**src/rtl/srama_port_ctrl.sv**
```systemverilog
// ---------------------------------------------------------------------------
// srama_port_ctrl
//
// Single-port SRAMA access controller. It sits between the ifmap feeder, the
// DMA write stream and the SRAMA macro.
//   - Feeder reads always own the port and go to the macro in the same cycle.
//   - DMA writes are held in a small circular FIFO. They drain on cycles
//     that have no read.
//   - A starvation flag tells the core to pause the feeder when buffered
//     writes have been blocked for too long.
//
// Optional feature macro: SRAMA_RAW_CHECK_EN
//   defined   : every read address is compared against all buffered write
//               addresses, including a write pushed in the same cycle. Any
//               match sets the sticky o_raw_hazard flag.
//   undefined : o_raw_hazard is tied to 0 and no comparators are built.
//
// Ports
//   i_clk          clock
//   i_rst          synchronous active-high reset
//   i_clear        synchronous clear of buffer, counters and flags
//   i_rd_en        feeder read request
//   i_rd_addr      feeder read address
//   i_wr_valid     DMA write request
//   o_wr_ready     write buffer can accept a write (not full)
//   i_wr_addr      DMA write address
//   i_wr_data      DMA write data
//   i_wr_mask      DMA byte-enable mask
//   o_mem_cs       macro chip select
//   o_mem_we       macro write enable (1 = write)
//   o_mem_addr     macro address
//   o_mem_wdata    macro write data
//   o_mem_wmask    macro byte mask
//   o_rd_valid     macro read data valid, one cycle after the read issues
//   o_wbuf_count   number of buffered writes
//   o_wr_starve    buffered writes blocked for STARVE_LIM consecutive cycles
//   o_raw_hazard   sticky read-after-write hazard flag
// ---------------------------------------------------------------------------
module srama_port_ctrl #(
    parameter int ADRA_W     = 8,
    parameter int SRAMA_W    = 128,
    parameter int WBUF_DEPTH = 4,
    parameter int STARVE_LIM = 16
) (
    input  logic                            i_clk,
    input  logic                            i_rst,
    input  logic                            i_clear,
    input  logic                            i_rd_en,
    input  logic [ADRA_W-1:0]               i_rd_addr,
    input  logic                            i_wr_valid,
    output logic                            o_wr_ready,
    input  logic [ADRA_W-1:0]               i_wr_addr,
    input  logic [SRAMA_W-1:0]              i_wr_data,
    input  logic [SRAMA_W/8-1:0]            i_wr_mask,
    output logic                            o_mem_cs,
    output logic                            o_mem_we,
    output logic [ADRA_W-1:0]               o_mem_addr,
    output logic [SRAMA_W-1:0]              o_mem_wdata,
    output logic [SRAMA_W/8-1:0]            o_mem_wmask,
    output logic                            o_rd_valid,
    output logic [$clog2(WBUF_DEPTH):0]     o_wbuf_count,
    output logic                            o_wr_starve,
    output logic                            o_raw_hazard
);

    localparam int MASK_W = SRAMA_W / 8;
    localparam int PTR_W  = $clog2(WBUF_DEPTH);
    localparam int STV_W  = $clog2(STARVE_LIM + 1);

    localparam logic [STV_W-1:0] STV_LOAD = STV_W'(STARVE_LIM);

    // Write buffer storage. Entries only need to hold valid data while
    // they are buffered, so the storage has no reset.
    logic [ADRA_W-1:0]  buf_addr [WBUF_DEPTH];
    logic [SRAMA_W-1:0] buf_data [WBUF_DEPTH];
    logic [MASK_W-1:0]  buf_mask [WBUF_DEPTH];

    // Pointers carry one extra MSB so that full and empty can be told apart.
    logic [PTR_W:0]   wr_ptr;
    logic [PTR_W:0]   rd_ptr;
    logic [PTR_W-1:0] wr_idx;
    logic [PTR_W-1:0] rd_idx;
    logic             buf_empty;
    logic             buf_full;
    logic             push;
    logic             pop;

    logic [STV_W-1:0] stv_cnt;
    logic             rd_valid_q;

    assign wr_idx    = wr_ptr[PTR_W-1:0];
    assign rd_idx    = rd_ptr[PTR_W-1:0];
    assign buf_empty = (wr_ptr == rd_ptr);
    assign buf_full  = (wr_ptr[PTR_W] != rd_ptr[PTR_W]) && (wr_idx == rd_idx);

    // Ready follows registered state only. A pop in the same cycle does not
    // let a write into a full buffer.
    assign push = i_wr_valid && !buf_full;
    // A read owns the port. A clear cycle never issues a buffered write.
    assign pop  = !i_rd_en && !buf_empty && !i_clear;

    // -----------------------------------------------------------------------
    // Buffer pointers and storage
    // -----------------------------------------------------------------------
    // A write that arrives together with i_clear is dropped with the rest of
    // the buffer. The clear empties the buffer completely.
    always_ff @(posedge i_clk) begin
        if (i_rst || i_clear) begin
            wr_ptr <= '0;
            rd_ptr <= '0;
        end else begin
            if (push) begin
                wr_ptr <= wr_ptr + 1'b1;
            end
            if (pop) begin
                rd_ptr <= rd_ptr + 1'b1;
            end
        end
    end

    always_ff @(posedge i_clk) begin
        if (push) begin
            buf_addr[wr_idx] <= i_wr_addr;
            buf_data[wr_idx] <= i_wr_data;
            buf_mask[wr_idx] <= i_wr_mask;
        end
    end

    // -----------------------------------------------------------------------
    // Starvation timer
    // -----------------------------------------------------------------------
    // This is a down-counter that reloads to STARVE_LIM. It counts down on
    // each cycle where a read blocks a non-empty buffer, and it stops at
    // zero. A terminal count of zero is the same event as "blocked for
    // STARVE_LIM cycles".
    always_ff @(posedge i_clk) begin
        if (i_rst || i_clear) begin
            stv_cnt <= STV_LOAD;
        end else if (pop || buf_empty) begin
            stv_cnt <= STV_LOAD;
        end else if (i_rd_en && (stv_cnt != '0)) begin
            stv_cnt <= stv_cnt - STV_W'(1);
        end
    end

    assign o_wr_starve = (stv_cnt == '0);

    // -----------------------------------------------------------------------
    // Read valid, aligned with the one-cycle macro read latency
    // -----------------------------------------------------------------------
    always_ff @(posedge i_clk) begin
        if (i_rst || i_clear) begin
            rd_valid_q <= 1'b0;
        end else begin
            rd_valid_q <= i_rd_en;
        end
    end

    assign o_rd_valid   = rd_valid_q;
    assign o_wr_ready   = !buf_full;
    assign o_wbuf_count = wr_ptr - rd_ptr;

    // -----------------------------------------------------------------------
    // Port arbitration. It is combinational so feeder reads see no extra
    // latency.
    // -----------------------------------------------------------------------
    always_comb begin
        o_mem_cs    = 1'b0;
        o_mem_we    = 1'b0;
        o_mem_addr  = '0;
        o_mem_wdata = '0;
        o_mem_wmask = '0;
        if (i_rd_en) begin
            o_mem_cs   = 1'b1;
            o_mem_addr = i_rd_addr;
        end else if (pop) begin
            o_mem_cs    = 1'b1;
            o_mem_we    = 1'b1;
            o_mem_addr  = buf_addr[rd_idx];
            o_mem_wdata = buf_data[rd_idx];
            o_mem_wmask = buf_mask[rd_idx];
        end
    end

    // -----------------------------------------------------------------------
    // Read-after-write hazard detection
    // -----------------------------------------------------------------------
`ifdef SRAMA_RAW_CHECK_EN
    logic [WBUF_DEPTH-1:0] ent_vld;
    logic                  raw_hit;
    logic                  raw_q;

    // Per-entry valid bits. Only occupied slots take part in the compare.
    // Push and pop never target the same slot in one cycle: push needs
    // !full and pop needs !empty, so the two indices differ whenever both
    // happen.
    always_ff @(posedge i_clk) begin
        if (i_rst || i_clear) begin
            ent_vld <= '0;
        end else begin
            if (pop) begin
                ent_vld[rd_idx] <= 1'b0;
            end
            if (push) begin
                ent_vld[wr_idx] <= 1'b1;
            end
        end
    end

    // A write entering the buffer in this cycle is also still unwritten
    // when the read returns, so it counts as a hazard too.
    always_comb begin
        raw_hit = 1'b0;
        if (i_rd_en) begin
            for (int i = 0; i < WBUF_DEPTH; i++) begin
                if (ent_vld[i] && (buf_addr[i] == i_rd_addr)) begin
                    raw_hit = 1'b1;
                end
            end
            if (push && (i_wr_addr == i_rd_addr)) begin
                raw_hit = 1'b1;
            end
        end
    end

    always_ff @(posedge i_clk) begin
        if (i_rst || i_clear) begin
            raw_q <= 1'b0;
        end else if (raw_hit) begin
            raw_q <= 1'b1;
        end
    end

    assign o_raw_hazard = raw_q;
`else
    assign o_raw_hazard = 1'b0;
`endif

endmodule
```
**config.mk**
```make
export PLATFORM = sky130hd
export DESIGN_NAME = srama_port_ctrl
export DESIGN_NICKNAME = d
export VERILOG_FILES = /design/src/rtl/srama_port_ctrl.sv
export SDC_FILE = /design/constraint.sdc
export NUM_CORES = 1
export LEC_CHECK = 0
export CELL_PAD_IN_SITES_DETAIL_PLACEMENT = 0
export CELL_PAD_IN_SITES_GLOBAL_PLACEMENT = 2
export CORE_ASPECT_RATIO = 1.1
export CORE_MARGIN = 3
export CORE_UTILIZATION = 52
export CTS_CLUSTER_DIAMETER = 60
export CTS_CLUSTER_SIZE = 20
export DETAILED_ROUTE_END_ITERATION = 8
export DONT_BUFFER_PORTS = 1
export PLACE_DENSITY_LB_ADDON = 0.12
export SLEW_MARGIN = 5
export SYNTH_ARGS = -nofsm -noshare
export SYNTH_HDL_FRONTEND = slang
export SYNTH_SLANG_ARGS = --single-unit
```
**constraint.sdc**
```tcl
create_clock -name i_clk -period 8.85 [get_ports i_clk]
set_input_delay 1.77 -clock i_clk [delete_from_list [all_inputs] [get_ports i_clk]]
set_output_delay 1.77 -clock i_clk [all_outputs]
set_load 0.005 [all_outputs]
```
==> results.txt, run 1 <==
* Endpoints failing hold: 0
- Count of unresolved DRC violations after routing: 0
* Clk sinks: 622
- Simple-gate share of the synthesized area: 4.463%
* Fraction of registers with async set or reset after synthesis: 0%
* Proportion of synthesized chip area in sequential cells: 77.70%
* Library cell with the highest instance count after synthesis: edfxtp_1
* Reg2Reg Capture Point: buf_data[0][41]
* Net count of the mapped netlist: 1231
- The synthesized netlist devotes 0.5559% of its cell area to adder and majority cells.
* Count of cell types in the netlist: 38
- The Yosys step of the flow raised 0 warnings.
- Total of flip-flops plus latches after synthesis: 622
- STA puts the critical path data required time at 7.08 ns.
- Buffers inserted during clock tree synthesis total 43.
* Leftover overflow at the end of global routing: 0
- Mux contribution to synthesized area: 14.52%
- Finish-stage setup viols: 0
- Post-CTS repair changed the size of 0 cells.
- VDD IR max: 209.7 µV
- Hold Crit Endpoint: stv_cnt[3]
- Max Freq: 0.1891 GHz
* Path category of the worst min-delay check: flip-flop to flip-flop
- For this design the ratio of total power to cell area is 212.5 nW/µm².
- The largest total area in the synthesized netlist belongs to edfxtp_1.
- Area fraction in compound gates after synthesis: 0.8915%
* Number of nets with antenna violations after routing: 0
* Total global routing track utilization: 18.81%
- For the worst setup path, the data arrival time is 3.52 ns.
* Worst clock skew: 0.02896 ns
- In this run the vertical extent of the chip is 230.7 µm.
- GP Congestion: 0.7017
* Actual transition at the worst max-transition pin: 1.037 ns
- The run finished with clean final reports.
- Summed over all failing endpoints, the final setup total negative slack is 0 ns.
* Core ar.: 44900 µm²
- During I/O placement, the number of pins put on the boundary was 326.
* Reg2Reg Launch Point: wr_ptr[0]
- Number of global-route vias before repair: 10410
- For the worst-skew pair, the clock arrives at the later sink with an insertion delay of 0.59 ns.
- The final critical path takes up 59.76% of the cycle.
- Compared with the post-synthesis result, the final layout area differs by 7.756%.
- Largest net degree at the start of global routing: 80
* Startpoint type of the worst setup path: primary input
* Die Wd: 210.2 µm
- Average wire per cell in the routed design: 27.10 µm
* Unrepaired setup endpoints after global routing: no
- H-tree depth: 2
- Count of buffers inserted at the top-level ports: 0
* Net count reported at finish: 1235
- Max-cap check violation count: 0
* Synth Cell Area: 23860 µm²
* Die outline area: 48490 µm²
- The commonest cells after synthesis are edfxtp_1, mux4_2, and2_1, buf_4, clkbuf_1.
- Counting cells, the worst reg-to-reg path comes to 6.
- Hold Startpoint: stv_cnt[3]
- Xor/xnor share of the synthesized area: 0.1416%
- Leading post-synthesis cells by cell area: edfxtp_1, mux4_2, and2_1, dfxtp_1, buf_4
* Critical path class: primary input to primary output
- Final core area utilization: 57.26%
- Antenna violations before repair: 1
- Post-CTS Hold Fix Bufs: 0
- CTS max path bufs: 3
- Detailed routing inserted a total of 9861 vias.
- Proportion of layout cells with a drive suffix above 1: 22.52%
- Number of synthesized flops with an enable pin: 608
* Relative slew slack: 30.85%
- Counting instances, the worst hold path has a depth of 2.
* Per-cell via count in the routed design: 5.908
- Max-slew violation count: 0
- TritonCTS built the clock tree.
- Total leakage power: 7.892 nW
- Minimum setup slack among reg-to-reg paths: 5.62 ns
* Wire length reported by the detailed router: 45.22 mm
- For this run, the leading register cell type out of synthesis is edfxtp_1.
- DPL Wire Length: 27.14 mm
- Of all nets on the critical path, the largest fanout is 79.
* Initial core utilization: 53.14%
- Combinational family with the most area after synthesis: multiplexers
- Number of core rows: 81
* Post-Synthesis Mean Instance Area: 22.59 µm²
- First-pass GRT wire length: 67.41 mm
- Initial drt markers: 654
* Category of the worst setup path capture point: primary output
* Time the worst path needs with I/O delays and setup: 5.288 ns
- After clock tree synthesis, the clock-pin slew on the worst setup and hold paths is 0.07 ns.
* Pre-antenna DRT Iters: 4
- Setup Fix Bufs, Post-CTS: 0
- In this run the clock root is driven by a clkbuf_16.
* ANT cells: 0
- Synthesis produced 1056 cells.
- The synthesized design devotes to its leading area cell type 76.53% of total area.
final cells by class:
cell class	instances	area [µm²]
multi-input combinational	370	4928
tap	581	726.9
fill	3268	19190
sequential	622	18550
inverter	9	33.78
clock inverter	27	281.5
clock buffer	46	1087
timing repair buffer	14	105.1
power breakdown:
group | internal (W) | switching (W) | total, W
logic | 0.0000641 | 0.0000847 | 0.000149
clock network | 0.00100 | 0.000983 | 0.00199
registers | 0.00331 | 0.0000159 | 0.00333
total | 0.00438 | 0.00108 | 0.00546
state kept, by name (all words and copies together), names as in the netlist, named ones only:
| signal | cells |
|---|---|
| buf_data | 512 |
| rd_ptr | 3 |
| buf_mask | 64 |
| buf_addr | 32 |
| wr_ptr | 3 |
| o_rd_valid | 1 |
| stv_cnt | 5 |
critical path: stages:
cell    delay, ns
nor2_1       0.21
o21a_4       0.56
buf_4        0.57
and2_1       0.26
worst max-delay path by stage:
stage,startpoint,endpoint,slack [ns],depth (start not counted)
6_report,i_rd_en,o_mem_wdata[61],3.56,4
5_1_grt,i_rd_en,o_mem_wdata[74],3.34,4
4_1_cts,i_rd_en,o_mem_wdata[61],3.53,4
3_5_place_dp,i_rd_en,o_mem_wdata[61],3.53,4
3_3_place_gp,i_rd_en,o_mem_wdata[75],3.68,4
2_1_floorplan,i_wr_valid,buf_addr[0][0],2.84,2
metal layers:
layer | share of wire (%) | vias to the layer above | global-route usage, % | wire [µm]
li1 | - | 4311 | - | -
met1 | 41 | 5236 | 25.61 | 18550
met2 | 49 | 264 | 29.88 | 22170
met3 | 8.3 | 50 | 6.714 | 3758
met4 | 1.6 | 0 | 4.025 | 742
met5 | 0 | - | 0 | 0
stage by stage:
| stage | worst slack [ns] | hold WS, ns | area [µm²] | power [W] | std cells |
|---|---|---|---|---|---|
| 2_1_floorplan | 2.841 | 0.4444 | 23860 | 0.003508 | 1056 |
| 3_3_place_gp | 3.683 | 0.4628 | 24340 | 0.003546 | 1596 |
| 3_5_place_dp | 3.535 | 0.4787 | 24340 | 0.003550 | 1596 |
| 4_1_cts | 3.531 | 0.4992 | 25710 | 0.005544 | 1669 |
| 5_1_grt | 3.340 | 0.5177 | 25710 | 0.005656 | 1669 |
| 6_report | 3.562 | 0.5003 | 25710 | 0.005462 | 1669 |
placed cells by master, fill, tap and decap left out, types with 3 or more instances in the layout:
cell / count
a21oi_1: 4
a22o_1: 8
and2_1: 145
and2_4: 4
buf_4: 14
bufinv_16: 3
clkbuf_1: 3
clkbuf_16: 43
clkinv_2: 4
clkinvlp_4: 5
dfxtp_1: 12
edfxtp_1: 608
ha_1: 9
inv_1: 9
inv_6: 9
mux2i_1: 4
mux4_2: 152
nand2_1: 6
o211ai_1: 3
or3_1: 4
cells by family (layout without fill, tap and decap cells):
group / Yosys count / count (layout)
DFF: 622 / 622
and+or+nand+nor: 172 / 172
xor gates and xnor gates: 3 / 3
other: 1 / 1
AOI/OAI and AO/OA: 28 / 28
buffers and inverters: 64 / 96
adders and majority gates: 10 / 10
muxes: 156 / 156
Note: power is estimated with default switching activity, not from simulation.
==> run 2: changes to the inputs <==
- CORE_UTILIZATION: 52 -> 49
- clock period: 8.85 -> 5.3 ns (I/O delays scaled with it)
==> results.txt, run 2 (synthesis results as in run 1) <==
* Reg2Reg Capture Point: buf_mask[3][8]
- Power spread over the standard cell area amounts to 347.5 nW/µm².
- Commonest cells after routing, fill and taps aside: edfxtp_1, mux4_2, and2_1
- After layout, the worst path uses 75.84% of the clock period.
- Category of the worst setup path capture point: primary output
- The register with the most flip-flops in the layout has 512 of them.
* CTS clock-pin slew for the worst setup and hold paths: 0.07 ns
- The longest clock path from root to sink contains 3 buffers.
* Die outline area: 51380 µm²
- Largest net degree at the start of global routing: 126
* Leftover overflow at the end of global routing: 0
- For this run, the slowest stage of the critical path takes 0.65 ns.
- Critical path class: flip-flop to primary output
- Unrepaired setup endpoints after global routing: no
- Core ar.: 47930 µm²
- Hold Startpoint: stv_cnt[3]
* Clk pwr share: 35.5%
- The routed design has 46.02 mm of wire.
- Once the floorplan was initialized, standard cells occupied 49.78% of the core.
- Total leakage power: 7.916 nW
* GP Congestion: 0.7259
- The final hold violation count is 0.
* Relative slew slack: 30.18%
* Crit path DAT: 2.96 ns
* VDD IR max: 238.3 µV
* Worst-skew pair later-pin latency: 0.56 ns
- After detailed routing, the average wire length per cell comes to 26.54 µm.
- Max Freq: 0.2488 GHz
- First-pass GRT wire length: 68.99 mm
- Count of buffers inserted at the top-level ports: 0
- The net count of the finished layout is 1238.
- Total global routing track utilization: 18.02%
* Path category of the worst min-delay check: flip-flop to flip-flop
- CTS tree: yes
* Maximum fanout along the worst path: 83
* Die Wd: 216.4 µm
- Area delta synth->final: 8.512%
- The library cell used most frequently in the layout, excluding fill and tap cells, is edfxtp_1.
* Setup Fix Bufs, Post-CTS: 0
- Aggregate negative setup slack: 0 ns
- The number of global-route vias before repair came to 10470.
- The number of placed instances, taps included, is 1665.
- Root Driver: clkbuf_16
* TritonCTS Buffers: 41
- The startpoint identified for the worst register-to-register timing path is wr_ptr[0].
- The finished layout holds 1734 standard cells, fillers aside.
- Minimum setup slack among reg-to-reg paths: 2.16 ns
- The path with the worst hold slack has its endpoint at stv_cnt[3].
- Of the cells placed in the final design, the portion with a size suffix greater than 1 is 22.45%.
- Number of core rows: 84
* Switching power share of the total: 19.45%
- Worst clock skew: 0.01142 ns
* Fillcell total: 3682
* Startpoint type of the worst setup path: flip-flop
* Number of cells on the worst hold path: 2
* Number of cell instances on the worst register-to-register path: 6
- Cell internal power was estimated by the tool at 0.007247 W.
* Initial drt markers: 781
- The floorplan step set the die height to 237.4 µm.
* Finish-stage setup viols: 0
- Final core area utilization: 54.02%
* Crit path cell chain: inv_1, ha_1, nand2_1, o21a_4, buf_12, and2_1
* DPL Wire Length: 28.14 mm
- The tree built by TritonCTS fans out to 622 sinks.
* Time the worst path needs with I/O delays and setup: 4.020 ns
- At the worst endpoint, the required time is 4.24 ns.
- Worst path setup slack after routing: 1.280 ns
* Antenna violations before repair: 2
* Post-CTS Hold Fix Bufs: 0
* Slowest-stage cell, CP: o21a_4
- buf_data holds more flip-flops than any other register.
- Largest registers ranked by flip-flop count: buf_data (512), buf_mask (64), buf_addr (32)
* Total vias in the final route: 9955
- Max-slew violation count: 0
- Count of unresolved DRC violations after routing: 0
- Per-cell via count in the routed design: 5.741
- Across the run, the number of max-cap violations was 0.
* Pre-antenna DRT Iters: 7
- At the pin with the least slew margin, the transition time is 1.047 ns.
- Combinational logic is responsible for 2.8% of the overall power.
- Net switching component of the power: 0.001750 W
* Run status: complete, no violations
* Sequential Power Share: 61.7%
- Pre-CTS setup slack: 1.640 ns
- During I/O placement, the number of pins put on the boundary was 326.
- The count of nets left with antenna violations once routing finished came out at 0.
- The H-tree was split into 2 levels.
- Count of cells resized by post-cts repair: 0
## run 2: area by class of cell
type	instances	area, µm²	share of cell area, %
Clock buffer	46	1097	4.239
Tap cell	645	807.0	3.117
Timing Repair Buffer	19	280.3	1.083
Inverter	9	33.78	0.1305
Sequential cell	622	18550	71.64
Multi-Input combinational cell	370	4928	19.04
Antenna cell	2	5.005	0.01933
Clock inverter	21	191.4	0.7395
## run 2: routing by layer
| metal | track usage [%] | part of all wire (%) |
|---|---|---|
| met5 | 0 | 0 |
| met4 | 4.219 | 1.9 |
| met3 | 5.842 | 8.3 |
| met2 | 28.22 | 49 |
| met1 | 25.14 | 41 |
## run 2: how the worst max path moves through the flow
| stage | start | to | slack (ns) |
|---|---|---|---|
| floorplan | i_wr_valid | buf_addr[0][0] | 0.0007 |
| global placement | i_rd_en | o_mem_addr[5] | 1.75 |
| detailed placement | i_rd_en | o_mem_wmask[8] | 1.64 |
| CTS | wr_ptr[0] | o_mem_wmask[8] | 1.21 |
| global route | wr_ptr[0] | o_mem_wmask[8] | 1.05 |
| finish | wr_ptr[0] | o_mem_wmask[8] | 1.28 |
## run 2: power by group through the flow
stage,combinational [W],sequential (W),clock [W]
after floorplan,0.000185,0.00567,0
after global placement,0.000264,0.00566,0
after detailed placement,0.000262,0.00567,0
after CTS,0.000263,0.00556,0.00329
after global routing,0.000276,0.00556,0.00348
final,0.000253,0.00555,0.00319
## run 2: stage by stage
step / total power (W) / hold WS (ns) / area (µm²)
after floorplan: 0.005858 / 0.4444 / 23860
after global placement: 0.005926 / 0.4590 / 24590
after detailed placement: 0.005930 / 0.4753 / 24590
after CTS: 0.009108 / 0.4883 / 25880
after global routing: 0.009322 / 0.5133 / 25880
final: 0.008996 / 0.4845 / 25890
## run 2: worst max-delay path: cells and delay by family, from the launching register on
kind / cells / cell delay (ns)
and+or+nand+nor: 2 / 0.45
buffers and inverters: 2 / 0.42
AOI/OAI and AO/OA: 1 / 0.65
adders and majority gates: 1 / 0.35
DFF: 1 / 0.38
==> run 3: changes to the inputs <==
- clock period: 5.3 -> 3.8 ns (I/O delays scaled with it)
==> results.txt, run 3 (synthesis results as in run 1) <==
- The final hold violation count is 0.
* Period utilisation layout: 84.64%
- Counting along the longest clock path gives a buffer depth of 3.
- Summed over all cells, the static leakage comes to 7.985 nW.
- Count of buffers inserted at the top-level ports: 0
* Maximum fanout along the worst path: 84
* Number of cell instances on the worst register-to-register path: 6
- Detailed-routed wire length on met3: 4.083 mm
- Setup total negative slack on the finished layout was measured at 0 ns.
- Run status: complete, no violations
- Count of cells resized by post-cts repair: 0
* Root Driver: clkbuf_16
- Path category of the worst min-delay check: primary input to flip-flop
- Setup repair after global routing left no endpoint under its margin.
- The layout has 3712 filler cells.
* Per-cell via count in the routed design: 5.725
* Reg2Reg Launch Point: wr_ptr[0]
* Reg2Reg Capture Point: buf_data[3][15]
* Top-Level Pins: 326
- The detailed router put a total of 18.49 mm of wire on met1.
* Max Freq: 0.3109 GHz
* Minimum setup slack among reg-to-reg paths: 1.15 ns
- Combinational logic is responsible for 2.8% of the overall power.
- Largest registers ranked by flip-flop count: buf_data (512), buf_mask (64), buf_addr (32)
- The final layout contains 1250 nets.
- Die Wd: 216.4 µm
- The first global-routing pass estimated 69.12 mm of wire.
- Per report_power, the clock group accounts for 35.0% of the total.
- Relative slew slack: 56.79%
- CTS tree: yes
- H-tree depth: 2
- Total global routing track utilization: 18.12%
- Once detail routing completed, the nets flagged for antenna violations numbered 0.
- VDD IR max: 430.8 µV
- For this configuration, the core starts out at a cell density of 49.78%.
- Power spread over the standard cell area amounts to 479.0 nW/µm².
- Startpoint type of the worst setup path: flip-flop
* Die extent in y: 237.4 µm
- At the pin with the least slew margin, the transition time is 0.6481 ns.
- Commonest cells after routing, fill and taps aside: edfxtp_1, mux4_2, and2_1
- Largest net degree at the start of global routing: 93
* Number of cells on the worst hold path: 0
- The highest layer touched by signal routing is met4.
* Most frequent standard cell in the layout excluding fill and tap cells: edfxtp_1
* Average wire per cell in the routed design: 26.63 µm
- Max-slew violation count: 0
* Sequential Power Share: 62.2%
- Timing analysis after detailed placement gives a worst setup slack of 1.136 ns.
- Across the run, the number of max-cap violations was 0.
- Net switching component of the power: 0.002421 W
* Setup Fix Bufs, Post-CTS: 0
* Crit path DAT: 2.46 ns
* Worst path setup slack after routing: 0.5836 ns
* Hold Startpoint: i_wr_data[91]
- Core ar.: 47930 µm²
- Net switching is 19.43% of the power.
- Clk sinks: 622
* Worst clock skew: 0.01344 ns
- Clock-pin slew was measured on the worst setup and hold paths at 0.08 ns.
- Clock tree synthesis inserted a total of 41 buffers.
- After clock tree synthesis, the flow added hold-fix buffers numbering 0.
- Critical path class: flip-flop to primary output
* Antenna violations before repair: 1
* Time the worst path needs with I/O delays and setup: 3.216 ns
- Data required time of the critical path: 3.04 ns
* Placed insts: 1677
* Number of global-route vias before repair: 10510
- DPL Wire Length: 28.83 mm
* Wire length reported by the detailed router: 46.50 mm
* Post-Layout Cell Count: 1746
* Category of the worst setup path capture point: primary output
- After detailed routing, the number of remaining DRC violations is 0.
* Cell-internal power: 0.01004 W
* Leftover overflow at the end of global routing: 0
* Proportion of layout cells with a drive suffix above 1: 22.91%
- Worst-skew pair later-pin latency: 0.57 ns
* GP Congestion: 0.7061
- Initial drt markers: 622
- Number of core rows: 84
* Hold Crit Endpoint: buf_data[1][91]
- Wire segments on met2 add up to 22.95 mm in the final route.
* Die outline area: 51380 µm²
- Hold is met by 0.2797 ns.
- Setup violations remaining at the end of the flow were counted as 0.
- The pre-antenna-repair detailed-routing pass consisted of 5 iterations.
- Final core area utilization: 54.28%
* Area delta synth->final: 9.031%
- buf_data holds more flip-flops than any other register.
- The detailed router placed 9995 vias in this run.
- The register with the most flip-flops in the layout has 512 of them.
==> run 3: cell count changes in the layout (fill, tap and decap cells not counted), moves of 3 or more <==
cell and delta:
clkinv_4 -3, buf_4 +7, buf_12 +5, clkbuf_1 +4
==> run 3: critical path: stages (launching register included) <==
cell     delay (ns)
dfxtp_1        0.37
inv_1          0.11
ha_1           0.33
nand2_1        0.22
o21a_4         0.20
buf_12         0.27
and2_1         0.28
==> run 3: stage by stage <==
stage,total power (W),cell area [µm²]
5_1_grt,0.01293,26010
6_report,0.01246,26010
3_5_place_dp,0.008269,24750
2_1_floorplan,0.008157,23860
3_3_place_gp,0.008261,24750
4_1_cts,0.01264,26010
==> run 3: worst max-delay path by stage <==
stage                     startpoint               end  slack (ns)
after global routing       wr_ptr[0]   o_mem_wdata[67]        0.42
after CTS                  flip-flop   o_mem_wdata[72]        0.53
after detailed placement   wr_ptr[0]  buf_data[3][119]        1.14
final                      wr_ptr[0]   o_mem_wdata[67]        0.58
after global placement     flip-flop   o_mem_wdata[72]        1.18
after floorplan            wr_ptr[0]    buf_addr[0][0]        0.32
==> run 3: final cells by class <==
| type | instances | area [µm²] | share of cell area (%) |
|---|---|---|---|
| Sequential cell | 622 | 18550 | 71.29 |
| Multi-Input combinational cell | 370 | 4928 | 18.95 |
| Clock buffer | 49 | 1099 | 4.223 |
| Tap cell | 645 | 807.0 | 3.102 |
| Timing Repair Buffer | 31 | 432.9 | 1.664 |
| Clock inverter | 19 | 163.9 | 0.6301 |
| Inverter | 9 | 33.78 | 0.1299 |
| Antenna cell | 1 | 2.502 | 0.009620 |
==> run 3: power groups by stage <==
stage	Combinational [W]	Sequential [W]	Clock (W)
CTS	0.000364	0.00775	0.00453
global placement	0.000365	0.00790	0
detailed placement	0.000364	0.00791	0
finish	0.000351	0.00774	0.00436
global route	0.000383	0.00776	0.00478
floorplan	0.000258	0.00790	0
==> run 3: layer usage <==
metal,track usage [%],up-vias
li1,-,4331
met1,23.81,5326
met2,29.29,288
met3,6.239,50
met4,5.055,0
met5,0,-
